$ cat config.mk
export PLATFORM = sky130hd
export DESIGN_NAME = awg_cmd_ctrl
export DESIGN_NICKNAME = d
export VERILOG_FILES = /design/src/rtl/awg_pkg.sv /design/src/rtl/awg_dec_acc.sv /design/src/rtl/awg_cmd_ctrl.sv
export SDC_FILE = /design/constraint.sdc
export NUM_CORES = 1
export LEC_CHECK = 0
export ABC_AREA = 0
export BUFFER_PORTS_ARGS = -buffer_cell sky130_fd_sc_hd__buf_2
export CORE_MARGIN = 2
export CORE_UTILIZATION = 35
export CTS_BUF_LIST = sky130_fd_sc_hd__clkbuf_16
export DETAILED_ROUTE_END_ITERATION = 8
export PLACE_DENSITY = 0.62
export SKIP_LAST_GASP = 1
export SYNTH_ARGS = -nofsm -noshare
export SYNTH_HDL_FRONTEND = slang
export SYNTH_SLANG_ARGS = --single-unit
$ cat constraint.sdc
create_clock -name clk -period 2.9 [get_ports clk]
set_input_delay 0.58 -clock clk [delete_from_list [all_inputs] [get_ports clk]]
set_output_delay 0.58 -clock clk [all_outputs]
set_load 0.02 [all_outputs]
$ cat src/rtl/awg_pkg.sv
// awg_pkg: shared ASCII codes, field widths, limits and FSM states for the AWG command controller.
package awg_pkg;
  localparam logic [7:0] KEY_W = 8'h57;
  localparam logic [7:0] KEY_F = 8'h46;
  localparam logic [7:0] KEY_A = 8'h41;
  localparam logic [7:0] KEY_P = 8'h50;
  localparam logic [7:0] KEY_R = 8'h52;
  localparam logic [7:0] CR = 8'h0D;
  localparam logic [7:0] LF = 8'h0A;
  localparam logic [7:0] ACK = 8'h4B;
  localparam logic [7:0] NAK = 8'h45;
  localparam int WAVE_W = 3;
  localparam int FREQ_W = 12;
  localparam int AMP_W = 4;
  localparam int PHASE_W = 8;
  localparam int ACC_W = 14;
  localparam int CNT_W = 3;
  localparam logic [CNT_W-1:0] LIM_W = 3'd1;
  localparam logic [CNT_W-1:0] LIM_F = 3'd4;
  localparam logic [CNT_W-1:0] LIM_A = 3'd2;
  localparam logic [CNT_W-1:0] LIM_P = 3'd3;
  localparam logic [CNT_W-1:0] LIM_R = 3'd0;
  localparam logic [ACC_W-1:0] MIN_FREQ = 14'd1;
  localparam logic [ACC_W-1:0] MAX_FREQ = 14'd4095;
  localparam logic [ACC_W-1:0] MAX_AMP = 14'd15;
  localparam logic [ACC_W-1:0] MAX_PHASE = 14'd255;
  typedef enum logic [2:0] {S_IDLE, S_DIGITS, S_DISCARD, S_CHECK, S_RESP} state_t;
  function automatic logic is_key(input logic [7:0] b);
    return b == KEY_W || b == KEY_F || b == KEY_A || b == KEY_P || b == KEY_R;
  endfunction
  function automatic logic is_term(input logic [7:0] b);
    return b == CR || b == LF;
  endfunction
  function automatic logic [CNT_W-1:0] key_limit(input logic [7:0] k);
    return k == KEY_W ? LIM_W : k == KEY_F ? LIM_F : k == KEY_A ? LIM_A : k == KEY_P ? LIM_P : LIM_R;
  endfunction
endpackage

$ cat src/rtl/awg_dec_acc.sv
// awg_dec_acc: ASCII digit decode and decimal accumulate with digit count and limit flag.
module awg_dec_acc
  import awg_pkg::*;
(
  input  logic             clk,
  input  logic             rst,
  input  logic             i_clr,
  input  logic             i_en,
  input  logic [7:0]       i_byte,
  input  logic [CNT_W-1:0] i_limit,
  output logic             o_is_digit,
  output logic             o_at_limit,
  output logic [ACC_W-1:0] o_acc,
  output logic [CNT_W-1:0] o_cnt
);
  logic [ACC_W-1:0] r_acc;
  logic [CNT_W-1:0] r_cnt;
  assign o_is_digit = i_byte >= 8'h30 && i_byte <= 8'h39;
  assign o_at_limit = r_cnt == i_limit;
  assign o_acc = r_acc;
  assign o_cnt = r_cnt;
  // digit limits keep acc*10+d within 9999, so the shifts never overflow
  always_ff @(posedge clk) begin
    if (rst || i_clr) begin
      r_acc <= '0;
      r_cnt <= '0;
    end else if (i_en) begin
      r_acc <= (r_acc << 3) + (r_acc << 1) + ACC_W'(i_byte[3:0]);
      r_cnt <= r_cnt + 1'b1;
    end
  end
endmodule

$ cat src/rtl/awg_cmd_ctrl.sv
// awg_cmd_ctrl: parses framed ASCII UART commands, range-checks and commits AWG config, replies K/E.
module awg_cmd_ctrl
  import awg_pkg::*;
#(
  parameter int NUM_WAVES   = 5,
  parameter int DEF_WAVE    = 0,
  parameter int DEF_FREQ    = 1,
  parameter int DEF_AMP     = 15,
  parameter int DEF_PHASE   = 0,
  parameter int TIMEOUT_CYC = 5000000
) (
  input  logic               clk,
  input  logic               rst,
  input  logic [7:0]         rx_data,
  input  logic               rx_valid,
  output logic [7:0]         tx_data,
  output logic               tx_valid,
  input  logic               tx_ready,
  output logic [WAVE_W-1:0]  cfg_wave,
  output logic [FREQ_W-1:0]  cfg_freq,
  output logic [AMP_W-1:0]   cfg_amp,
  output logic [PHASE_W-1:0] cfg_phase,
  output logic               cfg_update,
  output logic               rx_drop
);
  localparam int TO_W = $clog2(TIMEOUT_CYC + 1);
  localparam logic [WAVE_W-1:0] DW = WAVE_W'(DEF_WAVE);
  localparam logic [FREQ_W-1:0] DF = FREQ_W'(DEF_FREQ);
  localparam logic [AMP_W-1:0] DA = AMP_W'(DEF_AMP);
  localparam logic [PHASE_W-1:0] DP = PHASE_W'(DEF_PHASE);
  state_t r_state, w_next;
  logic [7:0] r_key;
  logic [TO_W-1:0] r_to;
  logic w_is_digit, w_at_limit, w_clr, w_en, w_term, w_key, w_pass, w_timeout, w_wait;
  logic [ACC_W-1:0] w_acc;
  logic [CNT_W-1:0] w_cnt;
  assign w_term = rx_valid && is_term(rx_data);
  assign w_key = rx_valid && is_key(rx_data);
  assign w_clr = r_state == S_IDLE && w_key;
  assign w_en = r_state == S_DIGITS && rx_valid && w_is_digit && !w_at_limit;
  assign w_wait = (r_state == S_DIGITS || r_state == S_DISCARD) && !rx_valid;
  assign w_timeout = w_wait && r_to == TO_W'(TIMEOUT_CYC - 1);
  assign w_pass = r_key == KEY_R ? w_cnt == '0 : w_cnt != '0 && (
                  r_key == KEY_W ? w_acc < ACC_W'(NUM_WAVES) :
                  r_key == KEY_F ? w_acc >= MIN_FREQ && w_acc <= MAX_FREQ :
                  r_key == KEY_A ? w_acc <= MAX_AMP : w_acc <= MAX_PHASE);
  awg_dec_acc u_dec (
    .clk        (clk),
    .rst        (rst),
    .i_clr      (w_clr),
    .i_en       (w_en),
    .i_byte     (rx_data),
    .i_limit    (key_limit(r_key)),
    .o_is_digit (w_is_digit),
    .o_at_limit (w_at_limit),
    .o_acc      (w_acc),
    .o_cnt      (w_cnt)
  );
  always_comb begin
    w_next = r_state;
    case (r_state)
      S_IDLE:    w_next = rx_valid && !w_term ? (w_key ? S_DIGITS : S_DISCARD) : S_IDLE;
      S_DIGITS:  w_next = w_timeout ? S_IDLE : !rx_valid ? S_DIGITS : w_term ? S_CHECK :
                          (w_is_digit && !w_at_limit) ? S_DIGITS : S_DISCARD;
      S_DISCARD: w_next = w_timeout ? S_IDLE : w_term ? S_RESP : S_DISCARD;
      S_CHECK:   w_next = S_RESP;
      S_RESP:    w_next = tx_valid && tx_ready ? S_IDLE : S_RESP;
      default:   w_next = S_IDLE;
    endcase
  end
  always_ff @(posedge clk) begin
    if (rst) begin
      r_state <= S_IDLE;
      r_key <= '0;
      r_to <= '0;
      tx_data <= '0;
      tx_valid <= 1'b0;
      cfg_wave <= DW;
      cfg_freq <= DF;
      cfg_amp <= DA;
      cfg_phase <= DP;
      cfg_update <= 1'b0;
      rx_drop <= 1'b0;
    end else begin
      r_state <= w_next;
      cfg_update <= 1'b0;
      r_to <= w_wait && !w_timeout ? r_to + 1'b1 : '0;
      if (w_clr) r_key <= rx_data;
      if (rx_valid && (r_state == S_RESP || r_state == S_CHECK)) rx_drop <= 1'b1;
      if (r_state == S_DISCARD && w_term) begin
        tx_valid <= 1'b1;
        tx_data <= NAK;
      end
      if (r_state == S_CHECK) begin
        tx_valid <= 1'b1;
        tx_data <= w_pass ? ACK : NAK;
        cfg_update <= w_pass;
        if (w_pass) begin
          if (r_key == KEY_W || r_key == KEY_R) cfg_wave <= r_key == KEY_R ? DW : w_acc[WAVE_W-1:0];
          if (r_key == KEY_F || r_key == KEY_R) cfg_freq <= r_key == KEY_R ? DF : w_acc[FREQ_W-1:0];
          if (r_key == KEY_A || r_key == KEY_R) cfg_amp <= r_key == KEY_R ? DA : w_acc[AMP_W-1:0];
          if (r_key == KEY_P || r_key == KEY_R) cfg_phase <= r_key == KEY_R ? DP : w_acc[PHASE_W-1:0];
        end
      end
      if (r_state == S_RESP && tx_ready) tx_valid <= 1'b0;
    end
  end
endmodule

=== Word-level counts from Yosys, hierarchy flattened ===
Index checks and enable logic that the tools add are counted.

* Bits in registers: 89
* Bits in latches: 0
* Memory bits (writable): 0
* Memory bits (read-only): 0
* Input port bits: 12
* Output and inout bits: 38
* Logic and storage cells: 116
* Memories: 0

* $add $sub $neg: 4
* Multiply operators: 0
* Div/mod/pow operators: 0
* Magnitude comparators: 7
* Eq/ne operators: 18
* Shift-type cells: 0
* Mux-type cells: 27
* Bitwise logic cells: 2
* Reduce and logical (&&, ||, !) cells: 45

{| class="wikitable"
|+ Operators with widths
! operator !! number
|-
| 8-bit by 7-bit == test with 1-bit output, second input constant || 10
|-
| 8-bit 2-to-1 mux || 3
|-
| 23-bit by 1-bit adder with 23-bit output, second input constant || 1
|-
| 23-bit == test, second input constant || 1
|-
| 1-bit logical AND || 18
|-
| 3-bit 2-to-1 mux || 6
|-
| 8-bit by 4-bit == test with 1-bit output, second input constant || 2
|-
| 2-bit 2-to-1 mux || 8
|-
| 3-bit case mux with 5 select lines || 1
|-
| 14-bit adder || 1
|-
| 14-bit by 4-bit adder with 14-bit output || 1
|-
| 14-bit by 1-bit >= comparator with 1-bit output, second input constant || 1
|-
| 14-bit by 12-bit <= comparator with 1-bit output, second input constant || 1
|-
| 14-bit by 4-bit <= comparator with 1-bit output, second input constant || 1
|-
| 14-bit by 8-bit <= comparator with 1-bit output, second input constant || 1
|-
| 14-bit by 3-bit < comparator with 1-bit output, second input constant || 1
|-
| 1-bit logical OR || 12
|-
| 12-bit 2-to-1 mux || 1
|-
| 3-bit AND reduction || 4
|-
| 8-bit by 6-bit >= comparator with 1-bit output, second input constant || 1
|-
| 8-bit by 6-bit <= comparator with 1-bit output, second input constant || 1
|-
| 4-bit 2-to-1 mux || 2
|-
| 3-bit by 2-bit == test with 1-bit output, second input constant || 2
|-
| 3-bit logical NOT || 2
|-
| other kinds (10) || 21
|}

=== Logic depth before layout (Yosys ltp) ===
Gate-level depths: netlist of the first run.

* Depth in word-level cells: 13
* Mapped depth: 9
* Depth with buffers taken out: 9

=== Hierarchy ===
From an unflattened synthesis of the first run, not the netlist that was laid out.

* Cells, all modules: 502
* Area total of the unflattened synthesis: 4413.0 um^2

{| class="wikitable"
|+ By module, submodules not included
! module !! instances !! cells each !! area each (um^2) !! sequential area each (um^2)
|-
| awg_cmd_ctrl || 1 || 349 || 3059.2 || 1341.3
|-
| awg_dec_acc || 1 || 153 || 1353.8 || 340.3
|}

=== Worst setup path before layout of the first run ===
No wires, ideal clock.

* Path kind: input to register
* From: in rx_data[3]
* To: reg u_dec.r_acc[12] (netlist: u_dec.o_acc[12])
* Arrival: 2.457 ns
* Data required time: 2.768 ns
* Setup slack: 0.311 ns
* Stages on the path: 8
* Cell sequence: fa_1 > fa_1 > a211oi_1 > o21bai_1 > o211ai_1 > nor3b_1 > o31ai_1 > a21oi_1

* Longest elaborated chain between the ends: 8

{| class="wikitable"
|+ RTL lines
! what !! RTL line !! RTL
|-
| start: declaration || awg_cmd_ctrl.sv:14 || <nowiki>input logic [7:0] rx_data,</nowiki>
|-
| parallel branches: the longest is 8 deep, another holds 14-bit by 4-bit adder with 14-bit output || n/a ||
|-
| end signal: assignment || awg_dec_acc.sv:28 || <nowiki>r_acc <= (r_acc << 3) + (r_acc << 1) + ACC_W'(i_byte[3:0]);</nowiki>
|-
| end: declaration || awg_dec_acc.sv:16 || <nowiki>logic [ACC_W-1:0] r_acc;</nowiki>
|}

Parallel ways; which one is timed is not known.
A chain may end at the register's enable or synchronous reset.

=== Worst setup path in the final report of the first run ===
* From: reg r_key[7]
* To: reg cfg_phase[4]

* Longest elaborated chain between the ends: 7

{| class="wikitable"
|+ RTL lines
! what !! RTL line !! RTL
|-
| start: declaration || awg_cmd_ctrl.sv:32 || <nowiki>logic [7:0] r_key;</nowiki>
|-
| start signal: assignment || awg_cmd_ctrl.sv:88 || <nowiki>if (w_clr) r_key <= rx_data;</nowiki>
|-
| 8-bit by 7-bit == test with 1-bit output || awg_cmd_ctrl.sv:46 || <nowiki>r_key == KEY_A ? w_acc <= MAX_AMP : w_acc <= MAX_PHASE);</nowiki>
|-
| 1-bit 2-to-1 mux || awg_cmd_ctrl.sv:46 ||
|-
| 1-bit 2-to-1 mux || awg_cmd_ctrl.sv:45 || <nowiki>r_key == KEY_F ? w_acc >= MIN_FREQ && w_acc <= MAX_FREQ :</nowiki>
|-
| 1-bit 2-to-1 mux || awg_cmd_ctrl.sv:44 || <nowiki>r_key == KEY_W ? w_acc < ACC_W'(NUM_WAVES) :</nowiki>
|-
| 1-bit logical AND || awg_cmd_ctrl.sv:43 || <nowiki>assign w_pass = r_key == KEY_R ? w_cnt == '0 : w_cnt != '0 && (</nowiki>
|-
| 1-bit 2-to-1 mux || awg_cmd_ctrl.sv:43 ||
|-
| 3-bit AND reduction (no line) || n/a ||
|-
| end signal: assignment || awg_cmd_ctrl.sv:102 || <nowiki>if (r_key == KEY_P || r_key == KEY_R) cfg_phase <= r_key == KEY_R ? DP : w_acc[PHASE_W-1:0];</nowiki>
|-
| end: declaration || awg_cmd_ctrl.sv:22 || <nowiki>output logic [PHASE_W-1:0] cfg_phase,</nowiki>
|}

Several ways; a longest one is shown, not always the timed one.

==> impl_results.md, run 1 <==
* Outcome: complete, no violations
* DRT Wirelength at 9930 um
* Fin. max-slew vios at 0
* Peak Freq at 376 MHz
* Final period util at 91.8%
* Final setup viols at 0
* Ranking of synthesized cells by area: dfxtp_1, ha_1, nor2_1
* Fin. Hold Viols at 0
* Clock sink total at 84
* Flop pwr share at 47.3%
* Routed wire length per instance at 14.1 um
* Crit path depth at 6
* Syn Std Cell Area at 4340 um^2
* Leakage power at 2.07 nW
* Postcts setup bufs at 0
* Total GRT Usage at 15.7%
* Vias in the first global route at 3401
* Yosys reg bits at 84
* Cell Chain, Critical Path: or4b_1 > or4_4 > o32ai_4 > nor2_2 > a221oi_4 > a22o_1
* Post-synthesis cell count at 480
* PortBufs at 46
* Drt initial violations at 210
* CTS Buf Count at 9
* P_int at 1.93 mW
* RSZ-0062 raised after global routing: no
* Initial Util at 36.0%
* Worst setup path start: r_key[7]
* Chip height at 115 um
* Post-cts resize count at 0
* Slowest Stage Delay on Critical Path at 580 ps
* Congestion Overflow GR at 0
* Maxcap violations at 0
* Pwr dens at 478 nW/um^2
* CTS Buffer Depth at 2
* Setup Skew at 8.17 ps
* Bufs and invs on worst path at 0
* Antenna violations before repair at 0
* Asr flop ratio synth at 0%
* First-pass GRT wire length at 16400 um
* Worst-Margin Slew at 690 ps
* ANT nets after route at 0
* Peak supply drop at 0.000270 V
* Critical path type: reg -> reg
* Vias at 3646
* EDFF count, synth at 0
* Drt first pass iters at 4
* Worst setup endpoint: cfg_phase[4]
* Top cell type's share of synthesized area at 38.8%
* Nature of the critical path endpoint: flop
* HPWL after DPL at 7340 um
* Fin util at 42.5%
* Die Width at 115 um
* Vias per std cell at 5.16
* CP max-delay cell: or4b_1
* Worst reg-to-reg setup slack at 240 ps
* Logic pwr share at 2.9%
* Cell variety after synth at 62
* Worst-path clk slew at 70 ps
* Final GP Congestion at 0.916
* Clock Power Share at 49.8%
* Reg2reg start: r_key[7]
* Filler Cell Count at 1177
* Clk root buf: clkbuf_16
* Core area at 12100 um^2
* Proportion of layout cells with a drive suffix above 1 at 16.8%
* Sw Ratio at 21.3%
* Worst endpoint required time at 3190 ps
* TritonCTS clock tree: yes
* Setup TNS at 0 ps
* Ys flop type: dfxtp_1
* Htree depth at 3
* Post-layout nets at 571
* Layout area overhead at 18.1%
* Switch Pwr at 521 uW
* Max-Slew Margin vs Limit at 53.5%
* Syn. warnings at 0
* Register area share after synthesis at 38.8%
* Num ports at 50
* CTS Hold Buffers Added at 0
* Critical Path Source Type: flop
* R2R depth at 6
* Row cnt at 40
* Arrival time of the worst setup path at 2960 ps
* HP Class: reg -> reg
* Largest area contributor in the netlist: dfxtp_1
* Largest net degree at the start of global routing at 24
* Worst reg2reg endpoint: cfg_phase[4]
* CP Max Fanout at 8
* Total die area at 13300 um^2
* Delay-heaviest family, CP: simple AND/OR/NAND/NOR gates
* Syn avg cell area at 9.04 um^2
* Min cycle time layout at 2660 ps
* Worst skew pair latency at 350 ps
* DRC at 0
cells by family (layout without fill, tap and decap cells):
logic type | Yosys count | count (layout) | share of synthesized area [%]
adders and majority gates | 27 | 27 | 8.13
and+or+nand+nor | 181 | 181 | 21.3
AOI/OAI and AO/OA | 94 | 94 | 16.6
buffers and inverters | 43 | 98 | 4.58
other | 1 | 4 | 0.0864
muxes | 16 | 16 | 3.69
xor gates and xnor gates | 34 | 34 | 6.86
DFF | 84 | 84 | 38.8
per-stage QoR:
stage | instances | cell area [um^2] | setup WS, ps | hold WS (ps) | power, mW
2_1_floorplan | 482 | 4350 | 311 | 417 | 1.23
3_3_place_gp | 689 | 4810 | 88.0 | 425 | 1.26
3_5_place_dp | 689 | 4810 | 96.7 | 431 | 1.26
4_1_cts | 705 | 5120 | 246 | 441 | 2.48
5_1_grt | 705 | 5120 | 115 | 472 | 2.54
6_report | 706 | 5130 | 239 | 441 | 2.45
worst min-delay path by stage:
| stage | from | end | slack, ps | cells past startpoint |
|---|---|---|---|---|
| finish | r_key[7] | r_key[7] | 440 | 2 |
| detailed placement | r_key[7] | r_key[7] | 430 | 2 |
| floorplan | r_key[5] | r_key[5] | 420 | 2 |
| CTS | r_key[7] | r_key[7] | 440 | 2 |
| global placement | r_key[7] | r_key[7] | 430 | 2 |
| global route | tx_ready | tx_valid | 470 | 2 |
cell usage in the layout (no fill, tap or decap), types with 3 or more instances in the layout:
cell type  Yosys  layout
dfxtp_1       84      84
nor2_1        68      68
buf_2          3      46
nand2_1       27      27
ha_1          25      25
a22o_1        22      22
inv_1         20      21
a21oi_1       18      18
xnor2_1       18      18
nand3_1       16      16
mux2i_1       16      16
xor2_1        16      16
buf_4          7      15
o21ai_0       11      11
nand4_1       10      10
clkbuf_16      0       9
and3_1         8       8
nor3_1         7       7
a211oi_1       7       7
nor4_1         6       6
nor4b_1        5       5
a31oi_1        5       5
o211ai_1       5       5
nand2b_1       5       5
and2_1         4       4
o22a_1         4       4
or4_1          3       3
nor2b_1        3       3
nor3b_1        3       3
o31ai_1        3       3
a21o_1         3       3
conb_1         1       3
per-layer routing:
layer  vias up  GRT usage, %  wire length [um]
met2        75          24.3              4480
met5         -             0                 0
met4         0          9.48               346
li1       1831             -                 -
met1      1716          20.3              4750
met3        24          2.90               350
worst min-delay path, cell delays in order (launching register included):
cell,delay (ps)
dfxtp_1,320
inv_1,50
nor2_1,30
state kept, by name (all words and copies together) (netlist names), 3 cells and up:
register and flops:
r_state 3, r_key 8, cfg_wave 3, u_dec.o_acc 14, r_to 23, cfg_amp 4
u_dec.o_cnt 3, cfg_freq 12, tx_data 3, cfg_phase 8
synthesized netlist by cell type, types with 7 or more instances:
| master | count |
|---|---|
| buf_4 | 7 |
| inv_1 | 20 |
| nor2_1 | 68 |
| nand4_1 | 10 |
| xnor2_1 | 18 |
| a21oi_1 | 18 |
| a22o_1 | 22 |
| dfxtp_1 | 84 |
| a211oi_1 | 7 |
| ha_1 | 25 |
| nor3_1 | 7 |
| mux2i_1 | 16 |
| and3_1 | 8 |
| o21ai_0 | 11 |
| clkbuf_1 | 11 |
| nand3_1 | 16 |
| xor2_1 | 16 |
| nand2_1 | 27 |
cell type report:
class | instances | area [um^2] | area share, %
Sequential cell | 84 | 1680 | 32.8
Timing Repair Buffer | 62 | 363 | 7.08
Clock inverter | 7 | 91.3 | 1.78
Clock buffer | 9 | 225 | 4.39
Tap cell | 168 | 210 | 4.10
Inverter | 20 | 75.1 | 1.46
Antenna cell | 1 | 2.50 | 0.0488
Multi-Input combinational cell | 355 | 2480 | 48.3
power by group through the flow:
stage | combinational, mW | clock [mW] | sequential [mW]
global placement | 0.0699 | 0 | 1.19
global route | 0.0802 | 1.30 | 1.16
floorplan | 0.0478 | 0 | 1.18
detailed placement | 0.0713 | 0 | 1.19
CTS | 0.0714 | 1.25 | 1.16
finish | 0.0713 | 1.22 | 1.16
Power figures use the tool's default switching activity.
==> inputs of run 2 (changes only) <==
Clock period 2.9 ns to 2.55 ns, I/O delays scaled along.
==> impl_results.md, run 2 (synthesis gave the netlist of run 1 again) <==
* Cells after DPL at 700 (was 689)
* Fin. Hold Viols at 0 (unchanged)
* M3 GR Usage at 2.79% (was 2.90%)
* PortBufs at 46 (unchanged)
* Clock Power Share at 45.5% (was 49.8%)
* Filler Cell Count at 1195 (was 1177)
* CTS Buf Count at 9 (unchanged)
* Max-Slew Margin vs Limit at 43.5% (was 53.5%)
* First-pass GRT wire length at 17000 um (was 16400 um)
* Vias per std cell at 5.12 (was 5.16)
* GR Util met1 at 21.0% (was 20.3%)
* Final period util at 98.5% (was 91.8%)
* Switch Pwr at 590 uW (was 521 uW)
* Drt first pass iters at 4 (unchanged)
* Gr busiest metal: met2 (unchanged)
* Worst-path clk slew at 60 ps (was 70 ps)
* Multi-input gate area at 2550 um^2 (was 2480 um^2)
* Non-filler cells, final at 721 (was 706)
* Drt initial violations at 201 (was 210)
* Max reg flops at 23 (unchanged)
* Layout area overhead at 23.1% (was 18.1%)
* Initial Util at 36.0% (unchanged)
* Met2 GRT Util at 25.8% (was 24.3%)
* RSZ-0062 raised after global routing: yes (was no)
* Final GP Congestion at 0.904 (was 0.916)
* Setup Skew at 13.2 ps (was 8.17 ps)
* Congestion Overflow GR at 0 (unchanged)
* Core area at 12100 um^2 (unchanged)
* Clock sink total at 84 (unchanged)
* Final setup viols at 0 (unchanged)
* Largest Register: r_to (unchanged)
* Flop pwr share at 50.8% (was 47.3%)
* Hold WS at 383 ps (was 441 ps)
* Largest net degree at the start of global routing at 24 (unchanged)
* Leakage power at 2.16 nW (was 2.07 nW)
* CTS Buffer Depth at 2 (unchanged)
* Min cycle time layout at 2510 ps (was 2660 ps)
* P_int at 2.01 mW (was 1.93 mW)
* Proportion of layout cells with a drive suffix above 1 at 21.7% (was 16.8%)
* Outcome: complete, no violations (unchanged)
* Sequential cell area at 1680 um^2 (about the same)
* Critical Path Source Type: flop (unchanged)
* Chip height at 115 um (unchanged)
* Clk root buf: clkbuf_16 (unchanged)
* DRT Wirelength at 10300 um (was 9930 um)
* HP Class: in -> reg (was reg -> reg)
* Peak supply drop at 0.000297 V (was 0.000270 V)
* DRC at 0 (unchanged)
* Pwr dens at 486 nW/um^2 (was 478 nW/um^2)
* Worst endpoint required time at 2790 ps (was 3190 ps)
* ANT nets after route at 0 (unchanged)
* Row cnt at 40 (unchanged)
* Total die area at 13300 um^2 (unchanged)
* Vias in the first global route at 3543 (was 3401)
* Htree depth at 3 (unchanged)
* Vias at 3691 (was 3646)
* Total GRT Usage at 15.9% (was 15.7%)
* Routed wire length per instance at 14.4 um (was 14.1 um)
* HPWL after DPL at 7330 um (was 7340 um)
* Commonest cells after routing, fill and taps aside: dfxtp_1, nor2_1, buf_2 (unchanged)
* Critical path type: reg -> reg (unchanged)
* Worst-Margin Slew at 839 ps (was 690 ps)
* Fin. max-slew vios at 0 (unchanged)
* CP Max Fanout at 11 (was 8)
* Num ports at 50 (unchanged)
* Nature of the critical path endpoint: flop (unchanged)
* Maxcap violations at 0 (unchanged)
* Post-layout nets at 587 (was 571)
* Worst skew pair latency at 340 ps (was 350 ps)
* Most common cell after layout, fill and taps aside: dfxtp_1 (unchanged)
* Arrival time of the worst setup path at 2750 ps (was 2960 ps)
* Sw Ratio at 22.7% (was 21.3%)
* Logic pwr share at 3.7% (was 2.9%)
* Antenna violations before repair at 0 (unchanged)
* Peak Freq at 398 MHz (was 376 MHz)
* Die Width at 115 um (unchanged)
* Antenna Cells at 0 (was 1)
* TritonCTS clock tree: yes (unchanged)
==> run 2: cell types whose count changed in the layout (fill, tap and decap cells not counted), moves of 2 or more <==
cell	previous run	this run
buf_4	15	24
buf_6	0	3
a211oi_1	7	5
a211oi_2	0	2
and3_1	8	6
buf_12	1	3
bufinv_16	2	0
clkbuf_16	9	11
clkinv_2	0	2
o21ai_0	11	9
==> run 2: layer usage <==
metal / vias to the layer above / wire length (um)
li1: 1862 / -
met1: 1737 / 5030
met2: 72 / 4780
met5: - / 0
met4: 0 / 240
met3: 20 / 295
==> run 2: final cells by class <==
class / count / share of cell area (%)
Multi-Input combinational cell: 355 / 47.7
Clock buffer: 9 / 4.22
Timing Repair Buffer: 78 / 10.4
Inverter: 20 / 1.41
Sequential cell: 84 / 31.5
Clock inverter: 7 / 0.843
Tap cell: 168 / 3.94
==> run 2: critical path: stages, from the launching register on <==
cell and delay, ps:
dfxtp_1 310, or4b_4 560, buf_6 160, nor4_4 360
xnor2_2 160, a311oi_4 280, buf_6 180, clkbuf_16 170
mux2i_1 180, nor2_1 60
==> run 2: through the flow <==
stage          area [um^2]  utilization (%)  power [mW]  setup TNS [ps]  setup WS [ps]
6_report              5340             44.3        2.60               0           37.9
5_1_grt               5340             44.3        2.69            -671          -64.3
4_1_cts               5220             43.2        2.62           -26.3          -16.0
3_5_place_dp          4910             40.7        1.44           -2350           -245
3_3_place_gp          4910             40.7        1.44            -865           -182
2_1_floorplan         4350                -        1.40               0           30.7
==> run 2: repair_timing <==
action                     CTS  global route
cloned                       0             2
resized for setup            5            17
setup endpoints to repair   36            43
pin swaps                    3            12
hold buffers                 0             0
buffers inserted             1             2
==> run 2: power groups by stage <==
| stage | Sequential (mW) | Clock (mW) | Combinational, mW |
|---|---|---|---|
| detailed placement | 1.35 | 0 | 0.0925 |
| CTS | 1.32 | 1.21 | 0.0938 |
| floorplan | 1.35 | 0 | 0.0544 |
| global placement | 1.35 | 0 | 0.0905 |
| finish | 1.32 | 1.18 | 0.0953 |
| global route | 1.32 | 1.27 | 0.104 |
==> run 2: path summary, 6_finish.rpt <==
kind	cells after the start	slack [ps]	to	startpoint
max	9	40	u_dec.o_acc[3]	r_key[3]
min	2	380	tx_valid	tx_ready
max reg2reg	9	40	u_dec.o_acc[3]	r_key[3]
min reg2reg	2	460	tx_data[0]	tx_data[0]
==> inputs of run 3 (changes only) <==
Clock period 2.55 ns to 3.25 ns, I/O delays scaled along.
==> impl_results.md, run 3 (synthesis gave the netlist of run 1 again) <==
* Outcome: complete, no violations (unchanged)
* Initial Util at 36.0% (unchanged)
* Max reg flops at 23 (unchanged)
* Antenna violations before repair at 0 (unchanged)
* Commonest cells after routing, fill and taps aside: dfxtp_1, nor2_1, buf_2 (unchanged)
* Sequential cell area at 1680 um^2 (about the same)
* Fin. max-slew vios at 0 (unchanged)
* Worst endpoint required time at 3440 ps (was 2790 ps)
* Core area at 12100 um^2 (unchanged)
* Setup WS pre-CTS at 288 ps (was -245 ps)
* Nature of the critical path endpoint: flop (unchanged)
* Post-cts resize count at 0 (was 5)
* Cells after DPL at 682 (was 700)
* Num ports at 50 (unchanged)
* Cell Chain, Critical Path: or4b_1 > or4_4 > o32ai_4 > o31ai_1 > a21oi_2 > a22oi_1 (was or4b_4 > buf_6 > nor4_4 > xnor2_2 > a311oi_4 > buf_6 > clkbuf_16 > mux2i_1 > nor2_1)
* Pwr dens at 416 nW/um^2 (was 486 nW/um^2)
* Congestion Overflow GR at 0 (unchanged)
* Die Width at 115 um (unchanged)
* Row cnt at 40 (unchanged)
* Most common cell after layout, fill and taps aside: dfxtp_1 (unchanged)
* Worst setup path start: r_key[7] (was r_key[3])
* HP Class: reg -> reg (was in -> reg)
* TritonCTS clock tree: yes (unchanged)
* PortBufs at 46 (unchanged)
* Reg2reg start: r_key[7] (was r_key[3])
* Htree depth at 3 (unchanged)
* CTS Hold Buffers Added at 0 (unchanged)
* Final worst setup slack at 411 ps (was 37.9 ps)
* Final period util at 87.4% (was 98.5%)
* Maxcap violations at 0 (unchanged)
* Worst-path clk slew at 60 ps (about the same)
* DRC at 0 (unchanged)
* HPWL after DPL at 7390 um (was 7330 um)
* Final Instance Area at 5030 um^2 (was 5340 um^2)
* Leakage power at 2.02 nW (was 2.16 nW)
* Total GRT Usage at 15.3% (was 15.9%)
* Total power at 2.10 mW (was 2.60 mW)
* Drt initial violations at 169 (was 201)
* Arrival time of the worst setup path at 3030 ps (was 2750 ps)
* Placement Cell Area at 4740 um^2 (was 4910 um^2)
* Drt first pass iters at 4 (unchanged)
* Setup TNS at 0 ps (unchanged)
* Clock sink total at 84 (unchanged)
* Total die area at 13300 um^2 (unchanged)
* Peak supply drop at 0.000233 V (was 0.000297 V)
* Slowest Stage Delay on Critical Path at 680 ps (was 560 ps)
* CTS Buffer Depth at 2 (unchanged)
* Worst skew pair latency at 340 ps (about the same)
* Peak Freq at 352 MHz (was 398 MHz)
* Vias per std cell at 5.09 (was 5.12)
* Postcts setup bufs at 0 (was 1)
* Final GP Congestion at 0.903 (was 0.904)
* Fin util at 41.7% (was 44.3%)
* Non-filler cells, final at 698 (was 721)
* CP Max Fanout at 12 (was 11)
* Hold WS at 442 ps (was 383 ps)
* Final setup viols at 0 (unchanged)
* Chip height at 115 um (unchanged)
* ANT nets after route at 0 (unchanged)
* Vias at 3555 (was 3691)
* Layout area overhead at 16.0% (was 23.1%)
* Min-delay src: r_key[3] (was tx_ready)
* Vias in the first global route at 3290 (was 3543)
* Routed wire length per instance at 14.1 um (was 14.4 um)
* Filler Cell Count at 1211 (was 1195)
* DRT Wirelength at 9850 um (was 10300 um)
* CTS Buf Count at 9 (unchanged)
* Critical Path Source Type: flop (unchanged)
* Min cycle time layout at 2840 ps (was 2510 ps)
* First-pass GRT wire length at 16100 um (was 17000 um)
* Worst-Margin Slew at 660 ps (was 839 ps)
* Max-Slew Margin vs Limit at 55.6% (was 43.5%)
* Critical path type: reg -> reg (unchanged)
* RSZ-0062 raised after global routing: no (was yes)
* Largest Register: r_to (unchanged)
* Multi-input gate area at 2480 um^2 (was 2550 um^2)
* Largest net degree at the start of global routing at 24 (unchanged)
* Antenna Cells at 0 (unchanged)
* Post-layout nets at 564 (was 587)
* Setup Skew at 7.08 ps (was 13.2 ps)
* Fin. Hold Viols at 0 (unchanged)
* Clk root buf: clkbuf_16 (unchanged)
* CP max-delay cell: or4b_1 (was or4b_4)
* Proportion of layout cells with a drive suffix above 1 at 15.8% (was 21.7%)
==> run 3: path summary, 6_finish.rpt <==
| kind | slack, ps | end | cells after the start |
|---|---|---|---|
| setup / recovery | 410 | cfg_freq[0] | 6 |
| hold reg to reg | 440 | r_key[3] | 2 |
| hold / removal | 440 | r_key[3] | 2 |
| setup reg to reg | 410 | cfg_freq[0] | 6 |
==> run 3: cell type report <==
class / count / area share [%]
inverter: 20 / 1.49
clock buffer: 9 / 4.47
sequential: 84 / 33.4
timing repair buffer: 55 / 5.91
tap: 168 / 4.17
clock inverter: 7 / 1.34
multi-input combinational: 355 / 49.2
==> run 3: layer usage <==
metal  GRT usage, %  vias up  share of wire, %
met5              0        -                 0
met4           8.35        0               2.5
met3           2.21       15               2.8
met2           24.0       49                46
met1           20.1     1679                49
li1               -     1812                 -
==> run 3: critical path, delay by kind of cell (launching register included) <==
family | cells | cell delay, ps
AO/OA/AOI/OAI | 4 | 1140
flip-flops | 1 | 310
AND/OR/NAND/NOR | 2 | 1240
==> run 3: power by group <==
group	switching, mW	total [mW]	internal [mW]
clock	0.406	0.998	0.592
sequential	0.00366	1.04	1.03
combinational	0.0419	0.0624	0.0206
total	0.452	2.10	1.64
